`src/rtl/fbin_fbcd_seq.sv`:
```
// Sequential binary-fraction to packed-BCD converter, one decimal digit per clock (x10 per step).
// Optional round half-up via guard digit when FBIN_FBCD_ROUND_EN is defined.
module fbin_fbcd_seq #(
  parameter int unsigned FRAC_W = 8,
  parameter int unsigned DIGITS = 4
) (
  input  logic                  clk,
  input  logic                  rst,
  input  logic                  start,
  input  logic [FRAC_W-1:0]     frac_in,
  output logic                  ready,
  output logic                  done,
  output logic [4*DIGITS-1:0]   bcd_out,
  output logic                  exact,
  output logic                  carry_out
);

  localparam int unsigned BW = 4 * DIGITS;
  localparam int unsigned CW = (DIGITS > 1) ? $clog2(DIGITS) : 1;
  localparam logic [CW-1:0] LastCnt = CW'(DIGITS - 1);

`ifdef FBIN_FBCD_ROUND_EN
  typedef enum logic [1:0] {StIdle, StConv, StGuard, StRound} state_e;
`else
  typedef enum logic [0:0] {StIdle, StConv} state_e;
`endif

  state_e              state_q, state_d;
  logic [FRAC_W-1:0]   acc_q, acc_d;
  logic [CW-1:0]       cnt_q, cnt_d;
  logic [BW-1:0]       bcd_q, bcd_d;
  logic                exact_q, exact_d;
  logic                done_q, done_d;
  logic [FRAC_W+3:0]   p;
  logic [3:0]          digit;
  logic [BW-1:0]       shifted;

`ifdef FBIN_FBCD_ROUND_EN
  logic                round_q, round_d;
  logic                carry_q, carry_d;

  // Decimal +1 across all digits; MSB of the result is the carry out of the top digit.
  function automatic logic [BW:0] bcd_inc(input logic [BW-1:0] v);
    logic [BW-1:0] r;
    logic          c;
    c = 1'b1;
    r = v;
    for (int i = 0; i < int'(DIGITS); i++) begin
      if (c) begin
        if (v[4*i +: 4] == 4'd9) begin
          r[4*i +: 4] = 4'd0;
        end else begin
          r[4*i +: 4] = v[4*i +: 4] + 4'd1;
          c = 1'b0;
        end
      end
    end
    return {c, r};
  endfunction
`endif

  always_comb begin
    p       = ({4'b0000, acc_q} << 3) + ({4'b0000, acc_q} << 1);
    digit   = p[FRAC_W+3:FRAC_W];
    shifted = bcd_q << 4;
    shifted[3:0] = digit;

    state_d = state_q;
    acc_d   = acc_q;
    cnt_d   = cnt_q;
    bcd_d   = bcd_q;
    exact_d = exact_q;
    done_d  = 1'b0;
`ifdef FBIN_FBCD_ROUND_EN
    round_d = round_q;
    carry_d = carry_q;
`endif

    unique case (state_q)
      StIdle: begin
        if (start) begin
          acc_d   = frac_in;
          cnt_d   = '0;
          bcd_d   = '0;
          exact_d = 1'b0;
`ifdef FBIN_FBCD_ROUND_EN
          carry_d = 1'b0;
`endif
          state_d = StConv;
        end
      end
      StConv: begin
        acc_d = p[FRAC_W-1:0];
        bcd_d = shifted;
        cnt_d = cnt_q + 1'b1;
        if (cnt_q == LastCnt) begin
          exact_d = (p[FRAC_W-1:0] == '0);
`ifdef FBIN_FBCD_ROUND_EN
          state_d = StGuard;
`else
          state_d = StIdle;
          done_d  = 1'b1;
`endif
        end
      end
`ifdef FBIN_FBCD_ROUND_EN
      StGuard: begin
        round_d = (digit >= 4'd5);
        state_d = StRound;
      end
      StRound: begin
        if (round_q) begin
          {carry_d, bcd_d} = bcd_inc(bcd_q);
        end
        state_d = StIdle;
        done_d  = 1'b1;
      end
`endif
      default: state_d = StIdle;
    endcase
  end

  always_ff @(posedge clk or posedge rst) begin
    if (rst) begin
      state_q <= StIdle;
      acc_q   <= '0;
      cnt_q   <= '0;
      bcd_q   <= '0;
      exact_q <= 1'b0;
      done_q  <= 1'b0;
`ifdef FBIN_FBCD_ROUND_EN
      round_q <= 1'b0;
      carry_q <= 1'b0;
`endif
    end else begin
      state_q <= state_d;
      acc_q   <= acc_d;
      cnt_q   <= cnt_d;
      bcd_q   <= bcd_d;
      exact_q <= exact_d;
      done_q  <= done_d;
`ifdef FBIN_FBCD_ROUND_EN
      round_q <= round_d;
      carry_q <= carry_d;
`endif
    end
  end

  assign ready   = (state_q == StIdle);
  assign done    = done_q;
  assign bcd_out = bcd_q;
  assign exact   = exact_q;
`ifdef FBIN_FBCD_ROUND_EN
  assign carry_out = carry_q;
`else
  assign carry_out = 1'b0;
`endif

endmodule

```
`config.mk`:
```
export PLATFORM = sky130hd
export DESIGN_NAME = fbin_fbcd_seq
export DESIGN_NICKNAME = d
export VERILOG_FILES = /design/src/rtl/fbin_fbcd_seq.sv
export SDC_FILE = /design/constraint.sdc
export NUM_CORES = 1
export LEC_CHECK = 0
export ABC_AREA = 0
export CORE_UTILIZATION = 30
export DETAILED_ROUTE_END_ITERATION = 7
export DONT_BUFFER_PORTS = 1
export PLACE_DENSITY_LB_ADDON = 0.05
export RECOVER_POWER = 25
export SYNTH_ARGS = -nofsm -noshare
export SYNTH_HDL_FRONTEND = slang
export SYNTH_SLANG_ARGS = --single-unit
```
`constraint.sdc`:
```
create_clock -name clk -period 3 [get_ports clk]
set_clock_uncertainty 0.15 [all_clocks]
set_input_delay 0.3 -clock clk [delete_from_list [all_inputs] [get_ports clk]]
set_output_delay 0.3 -clock clk [all_outputs]
set_load 0.02 [all_outputs]
```
After elaboration in Yosys (flattened, before gate mapping)
Index checks and enable logic that the tools add are counted.

$add $sub $neg: 2. Multiply operators: 0. Divide/modulo/power cells: 0. Order comparisons: 0. Equal/unequal tests: 3. Shifts and indexed selects: 0. Mux-type cells: 14. Bitwise operators: 1. Reductions and logical operators: 2.

Operators with widths (number): 16-bit one-hot mux with 2 select lines (1); 16-bit 2-to-1 mux (1); 8-bit one-hot mux with 2 select lines (1); 11-bit by 9-bit adder with 12-bit output (1); 8-bit zero test (1); 8-bit 2-to-1 mux (1); 1-bit 2-to-1 mux (6); 1-bit one-hot mux with 2 select lines (2); 2-bit one-hot mux with 2 select lines (1); 2-bit by 1-bit adder with 2-bit output, second input constant (1); 2-bit == test, second input constant (1); 2-bit 2-to-1 mux (1); 2-bit by 1-bit inequality test with 1-bit output, second input constant (1); 2-bit inequality test, second input constant (1); 2-bit AND reduction (1); 1-bit inverter (1).

Register bits after elaboration: 29. Bits in latches: 0. Memory bits (writable): 0. ROM bits: 0. Output and inout bits: 20. Memories kept: 0.

Depth between registers and ports, before layout
Gate-level depths: netlist of run 1.

Depth in word-level cells: 4. Mapped depth: 6.

Least setup slack after synthesis of run 1
OpenSTA, ideal clock, no wires.

Path kind: reg2reg. Start point: register acc_q[0]. End point: register exact_q (netlist: exact). Setup time: 0.094 ns. Arrival: 1.914 ns. Required time: 2.756 ns. Setup slack: 0.842 ns. Cell stages (with the launch flop): 7. Buffers on the path: 0. Path through: dfrtp_1 > ha_1 > fa_1 > or4_1 > nor2_1 > o21ai_1 > a211oi_1.

Word-level cells in the longest chain between the ends: 4.

RTL lines: start: declaration (RTL line 29) `logic [FRAC_W-1:0] acc_q, acc_d;`; start signal: assignment (RTL line 126) `acc_q <= '0;`; start signal: assignment (RTL line 137) `acc_q <= acc_d;`; 11-bit by 9-bit adder with 12-bit output (RTL line 63) `p = ({4'b0000, acc_q} << 3) + ({4'b0000, acc_q} << 1);`; 8-bit zero test (RTL line 97) `exact_d = (p[FRAC_W-1:0] == '0);`; 1-bit 2-to-1 mux (RTL line 96) `if (cnt_q == LastCnt) begin`; 1-bit one-hot mux with 2 select lines (RTL line 79) `unique case (state_q)`; end signal: assignment (RTL line 140) `exact_q <= exact_d;`; end: declaration (RTL line 32) `logic exact_q, exact_d;`.

Every way passes these cells. The select of a mux whose other input is x is not followed. A chain may end at the register's enable or synchronous reset.

Worst setup path after layout of run 1
Same ends and word-level chain as after synthesis.

==> run metrics, run 1 <==
status finished with violations; failing checks max-capacitance violations, max-slew violations; Rel. slew slack -0.0753; TritonCTS clock tree yes; post-CTS setup buffer count 0; initial DRC count 72; Syn Nets 178; minimum clock period 2.32 ns; Starting Density 0.317; final hold vios 0; Post-synth EDFFs 0; setup TNS 0 ns; Slew Limit Fails 30; Max FO, Critical Path 4; Power Density 1160 nW/µm²; setup violators final 0; htree depth 2; post-synthesis sequential area ratio 0.478; RSZ-0062 raised after global routing no; vias in the first global route 1173; Synth warnings 0; antenna cells 0; die height 73.2 µm; dpl hpwl 2390 µm; Worst Tran Pin Value about 1.6 ns; P&R area growth vs syn 11.6%; number of I/O pins 31; initial antenna violation count 0; clk buf depth 2; Congestion Overflow GR 0; worst hold slack 0.0536 ns; Vias/cell between 4 and 5; Clock Latency Late Sink 0.27 ns; GRT Util Overall 0.148; Post-synth ARST share 1.00; leakage between 0.7 and 0.8 nW; Finished Layout Cells roughly 230; Final period util 0.775; dominant cell type by area after synthesis dfrtp_1; Post-route DRC 0; clk sinks 29; Max Cap Viol 1; wire per inst 15.3 µm; Main synth FF type dfrtp_1; CP arrival 2.36 ns; first-pass GRT wire length about 6000 µm; Design Area, Final 1700 µm²; largest net degree at the start of global routing 30; mapped cell area roughly 1500 µm²; Hold Buf Count CTS 2; placed instance area 1580 µm²; Mean Syn Cell Area 9.55 µm²; Max VDD drop 0.458 mV; critical path type flip-flop to flip-flop; share of the synthesized area in the top cell type 0.478; Buffers on Ports 0; CP endpoint kind flip-flop; clk slew on worst S/H paths 0.06 ns; Post-DRT Antenna Nets 0; CP required approximately 3.0 ns; Die Area 5350 µm²; Area contributors post-synth dfrtp_1, nand2_1, o21ai_0; CTS Root Cell clkbuf_8; Total Routed Length about 3500 µm; achievable frequency roughly 430 MHz; RD Place Congestion 0.828; Cell Count Post-Placement roughly 220; fin nets 180; Setup crit start kind flip-flop; Netlist cell types 37; Die W about 73 µm; CTS buffer count 5; worst min path class primary input to flip-flop; CORE AREA 4790 µm²; fraction of layout cells with a size suffix above 1 0.0926; Post-Syn Instances 159; Yosys reg bits 29; vias 1129; cts repair resizes 0; num rows 25; first drt pass iteration count 4
## synthesized netlist by cell type (3+ instances only)
cell type,number
nand2_1,33
dfrtp_1,29
o21ai_0,21
nor2_1,8
ha_1,7
mux2i_1,6
buf_2,5
a21oi_1,4
clkbuf_1,4
inv_1,4
nand3_1,3
## area by class of cell
| cell class | count | area [µm²] |
|---|---|---|
| Sequential cell | 29 | 726 |
| Timing Repair Buffer | 5 | 38.8 |
| Tap cell | 67 | 83.8 |
| Clock inverter | 1 | 5.00 |
| Fill cell | 486 | 3090 |
| Inverter | 4 | 15.0 |
| Clock buffer | 7 | 96.3 |
| Multi-Input combinational cell | 116 | 731 |
## cell usage in the layout, fill, tap and decap left out
| cell type | netlist | routed |
|---|---|---|
| a31oi_1 | 1 | 1 |
| o21ai_1 | 1 | 1 |
| o211ai_1 | 1 | 1 |
| nor2_1 | 8 | 8 |
| fa_1 | 1 | 1 |
| o21ai_0 | 21 | 21 |
| a211o_1 | 2 | 2 |
| and3_1 | 2 | 2 |
| dfrtp_1 | 29 | 29 |
| buf_4 | 1 | 2 |
| and2_0 | 1 | 1 |
| mux2i_1 | 6 | 6 |
| nand2_1 | 33 | 33 |
| ha_1 | 7 | 7 |
| xor2_1 | 1 | 1 |
| nor3b_1 | 2 | 2 |
| a22o_1 | 2 | 2 |
| or4_1 | 1 | 1 |
| a311oi_2 | 1 | 1 |
| or3_1 | 1 | 1 |
| nand3_1 | 3 | 3 |
| o31ai_1 | 2 | 2 |
| mux2_2 | 2 | 2 |
| clkinv_2 | 0 | 1 |
| clkbuf_1 | 4 | 1 |
| inv_1 | 4 | 4 |
| conb_1 | 1 | 1 |
| nor2b_1 | 2 | 2 |
| dlygate4sd3_1 | 0 | 2 |
| a211oi_1 | 1 | 1 |
| a221oi_1 | 2 | 2 |
| a211oi_2 | 1 | 1 |
| clkbuf_8 | 0 | 7 |
| a32o_1 | 1 | 1 |
| o311ai_2 | 1 | 1 |
| o21bai_1 | 1 | 1 |
| o22ai_1 | 1 | 1 |
| a21oi_1 | 4 | 4 |
| or2_1 | 2 | 2 |
## cell families (layout without fill, tap and decap cells)
logic type      Yosys count  in the layout  synth area share
compound gates           43             43             0.189
xor+xnor                  1              1           0.00577
fa+ha+maj                 8              8            0.0708
buf+inv                  14             17            0.0412
flops                    29             29             0.478
mux                       8              8            0.0544
other cells               1              1           0.00247
simple gates             55             55             0.159
## sequential cells by signal, indices dropped and copies added (netlist names)
name and cells:
bcd_out 16, state_q 1, cnt_q 2, acc_q 8, exact 1, done 1
## through the flow
stage	total power, mW	setup slack (ns)	util
finish	1.96	0.676	0.354
floorplan	1.44	0.842	-
CTS	1.99	0.669	0.355
global route	2.14	0.502	0.354
global placement	1.61	0.735	0.330
detailed placement	1.62	0.693	0.330
## layer usage
metal | part of all wire | wire length [µm] | GRT usage | vias to the layer above
li1 | - | - | - | 561
met1 | 0.47 | 1660 | 0.178 | 537
met2 | 0.47 | 1640 | 0.254 | 26
met3 | 0.046 | 162 | 0.0428 | 5
met4 | 0.011 | 37 | 0.0458 | 0
met5 | 0 | 0 | 0 | -
## where the power goes
group          total (mW)  internal (mW)  switching [mW]
clock network       0.356          0.207           0.149
logic               0.713          0.324           0.389
registers           0.891          0.561           0.330
total                1.96           1.09           0.869
## final timing paths
| kind | startpoint | endpoint | slack (ns) | cells past startpoint |
|---|---|---|---|---|
| worst min register to register | cnt_q[0] | cnt_q[0] | 0.35 | 1 |
| max in group asynchronous | rst | acc_q[7] | 0.89 | 3 |
| worst max register to register | acc_q[0] | exact | 0.68 | 6 |
| worst min-delay path | frac_in[0] | acc_q[0] | 0.05 | 2 |
| worst max-delay path | acc_q[0] | exact | 0.68 | 6 |
| min in group asynchronous | rst | bcd_out[1] | 0.88 | 3 |
## worst max-delay path: stages, from the launching register on
cell      delay, ns
dfrtp_1        0.40
ha_1           0.26
fa_1           0.46
or4_1          0.56
nor2_1         0.11
o21ai_1        0.07
a211oi_1       0.22
Note: power is estimated with default switching activity, not from simulation.
==> inputs of run 2 (changes only) <==
==> constraint.sdc (replaced) <==
create_clock -name clk -period 2.2 [get_ports clk]
set_clock_uncertainty 0.15 [all_clocks]
set_input_delay 0.22 -clock clk [delete_from_list [all_inputs] [get_ports clk]]
set_output_delay 0.22 -clock clk [all_outputs]
set_load 0.02 [all_outputs]
==> run metrics, run 2 (synthesis gave the netlist of run 1 again) <==
commonest non-fill, non-tap cell in the layout nand2_1; CTS Root Cell clkbuf_8; htree depth 2; largest net degree at the start of global routing 30; num rows 25; CP arrival 2.07 ns; fin nets 188; CORE AREA 4790 µm²; hold wc startpoint frac_in[5]; placed instance area 1610 µm²; RD Place Congestion between 0.8 and 0.9; CTS buffer count 5; dpl hpwl 2470 µm; Setup crit start kind flip-flop; Power Density 1540 nW/µm²; Total Routed Length 3530 µm; filler instances between 400 and 500; CP endpoint kind flip-flop; initial DRC count 59; first-pass GRT wire length 5950 µm; cells along the critical path buf_4 > buf_4 > ha_1 > or2_1 > a311oi_2 > or2_1 > o311ai_2; slowest CP cell dfrtp_1; Die Area 5350 µm²; Finished Layout Cells 237; register area 726 µm²; worst min path class primary input to flip-flop; Starting Density 0.317; Top Layer Used met4; antenna cells 0; Setup WS pre-CTS -0.0135 ns; met2 wire len 1720 µm; Worst path max stage delay 0.39 ns; clk buf depth 2; clk slew on worst S/H paths 0.06 ns; Buffers on Ports 0; setup slack, reg-to-reg 0.13 ns; vias 1180; leakage 0.806 nW; Worst Path Buf+Inv 2; hold depth 2; status complete, no violations; Max Cap Viol 0; initial antenna violation count 0; Cell Count Post-Placement 223; met1 WL 1600 µm; Clock Latency Late Sink 0.28 ns; RSZ-0062 raised after global routing no; P&R area growth vs syn 16.6%; Reg-to-Reg Start acc_q[2]; Design Area, Final around 1800 µm²; wire per inst 14.9 µm; commonest non-fill, non-tap cells in the layout nand2_1, dfrtp_1, o21ai_0; achievable frequency 483 MHz; first drt pass iteration count 4; fraction of layout cells with a size suffix above 1 0.135; flip-flop count of the largest register after layout 16; setup violators final 0; Worst Tran Pin Value ~0.74 ns; Max VDD drop 0.497 mV; TritonCTS clock tree yes; CP required 2.19 ns; WL met3 about 160 µm; Hold EP acc_q[5]; Vias/cell between 4 and 5; critical path's top delay family simple AND/OR/NAND/NOR gates; critical path type flip-flop to flip-flop; Die W 73.2 µm; die height 73.2 µm; minimum clock period 2.07 ns; number of I/O pins 31; reg-to-reg endpoint bcd_out[2]; Final period util 0.942; footprint of the multi-input gates 738 µm²; Slew Limit Fails 0; Rel. slew slack 0.507; worst-case reg-to-reg path depth 7; final hold vios 0; setup TNS 0 ns; Post-DRT Antenna Nets 0; min setup slack post-route 0.128 ns; GRT Util Overall 0.150; vias in the first global route ~1200; clk sinks 29; Congestion Overflow GR 0; Max FO, Critical Path 4; Post-route DRC 0
[run 2: cell types whose count changed in the layout (fill, tap and decap cells not counted)]
cell / before / now
buf_4: 2 / 7
o21ai_1: 1 / 2
ha_1: 7 / 6
o21ai_0: 21 / 20
dlygate4sd3_1: 2 / 5
a211oi_2: 1 / 2
ha_2: 0 / 1
a211oi_1: 1 / 0
clkbuf_1: 1 / 0
clkbuf_2: 0 / 1
[run 2: final cells by class]
type | count | area share
Tap cell | 67 | 0.0473
Clock buffer | 7 | 0.0544
Inverter | 4 | 0.00847
Sequential cell | 29 | 0.410
Multi-Input combinational cell | 116 | 0.417
Clock inverter | 1 | 0.00282
Timing Repair Buffer | 13 | 0.0607
[run 2: metrics by stage]
step | power, mW | utilization | hold slack, ns
3_5_place_dp | 2.24 | 0.336 | 0.0623
6_report | 2.72 | 0.370 | 0.0101
4_1_cts | 2.76 | 0.370 | 0.00573
5_1_grt | 2.97 | 0.370 | 0.00781
2_1_floorplan | 1.96 | - | 0.148
3_3_place_gp | 2.22 | 0.336 | 0.0618
[run 2: timing repair]
item / CTS / global route
buffers inserted: 1 / 0
pin swaps: 1 / 5
hold buffers: 5 / 0
endpoints found under the hold margin: 43 / 0
resized for setup: 1 / 2
endpoints found under the setup margin: 1 / 3
[run 2: power breakdown]
part / leakage (nW) / internal, mW / total [mW] / switching, mW
combinational: 0.384 / 0.481 / 1.06 / 0.574
sequential: 0.367 / 0.766 / 1.19 / 0.420
clock: 0.0542 / 0.282 / 0.484 / 0.201
total: 0.806 / 1.53 / 2.72 / 1.20
[run 2: metal layers]
| metal | GRT usage | up-vias |
|---|---|---|
| met4 | 0.0588 | 0 |
| li1 | - | 574 |
| met5 | 0 | - |
| met2 | 0.258 | 23 |
| met1 | 0.172 | 578 |
| met3 | 0.0497 | 5 |
[run 2: worst max path at each step]
stage / cells after the start / from / end / slack [ns]
5_1_grt: 7 / acc_q[2] / bcd_out[2] / 0.002
6_report: 7 / acc_q[2] / bcd_out[2] / 0.13
3_3_place_gp: 6 / acc_q[0] / exact / -0.006
4_1_cts: 6 / acc_q[0] / exact / 0.02
2_1_floorplan: 6 / acc_q[0] / exact / 0.04
3_5_place_dp: 6 / acc_q[0] / exact / -0.01
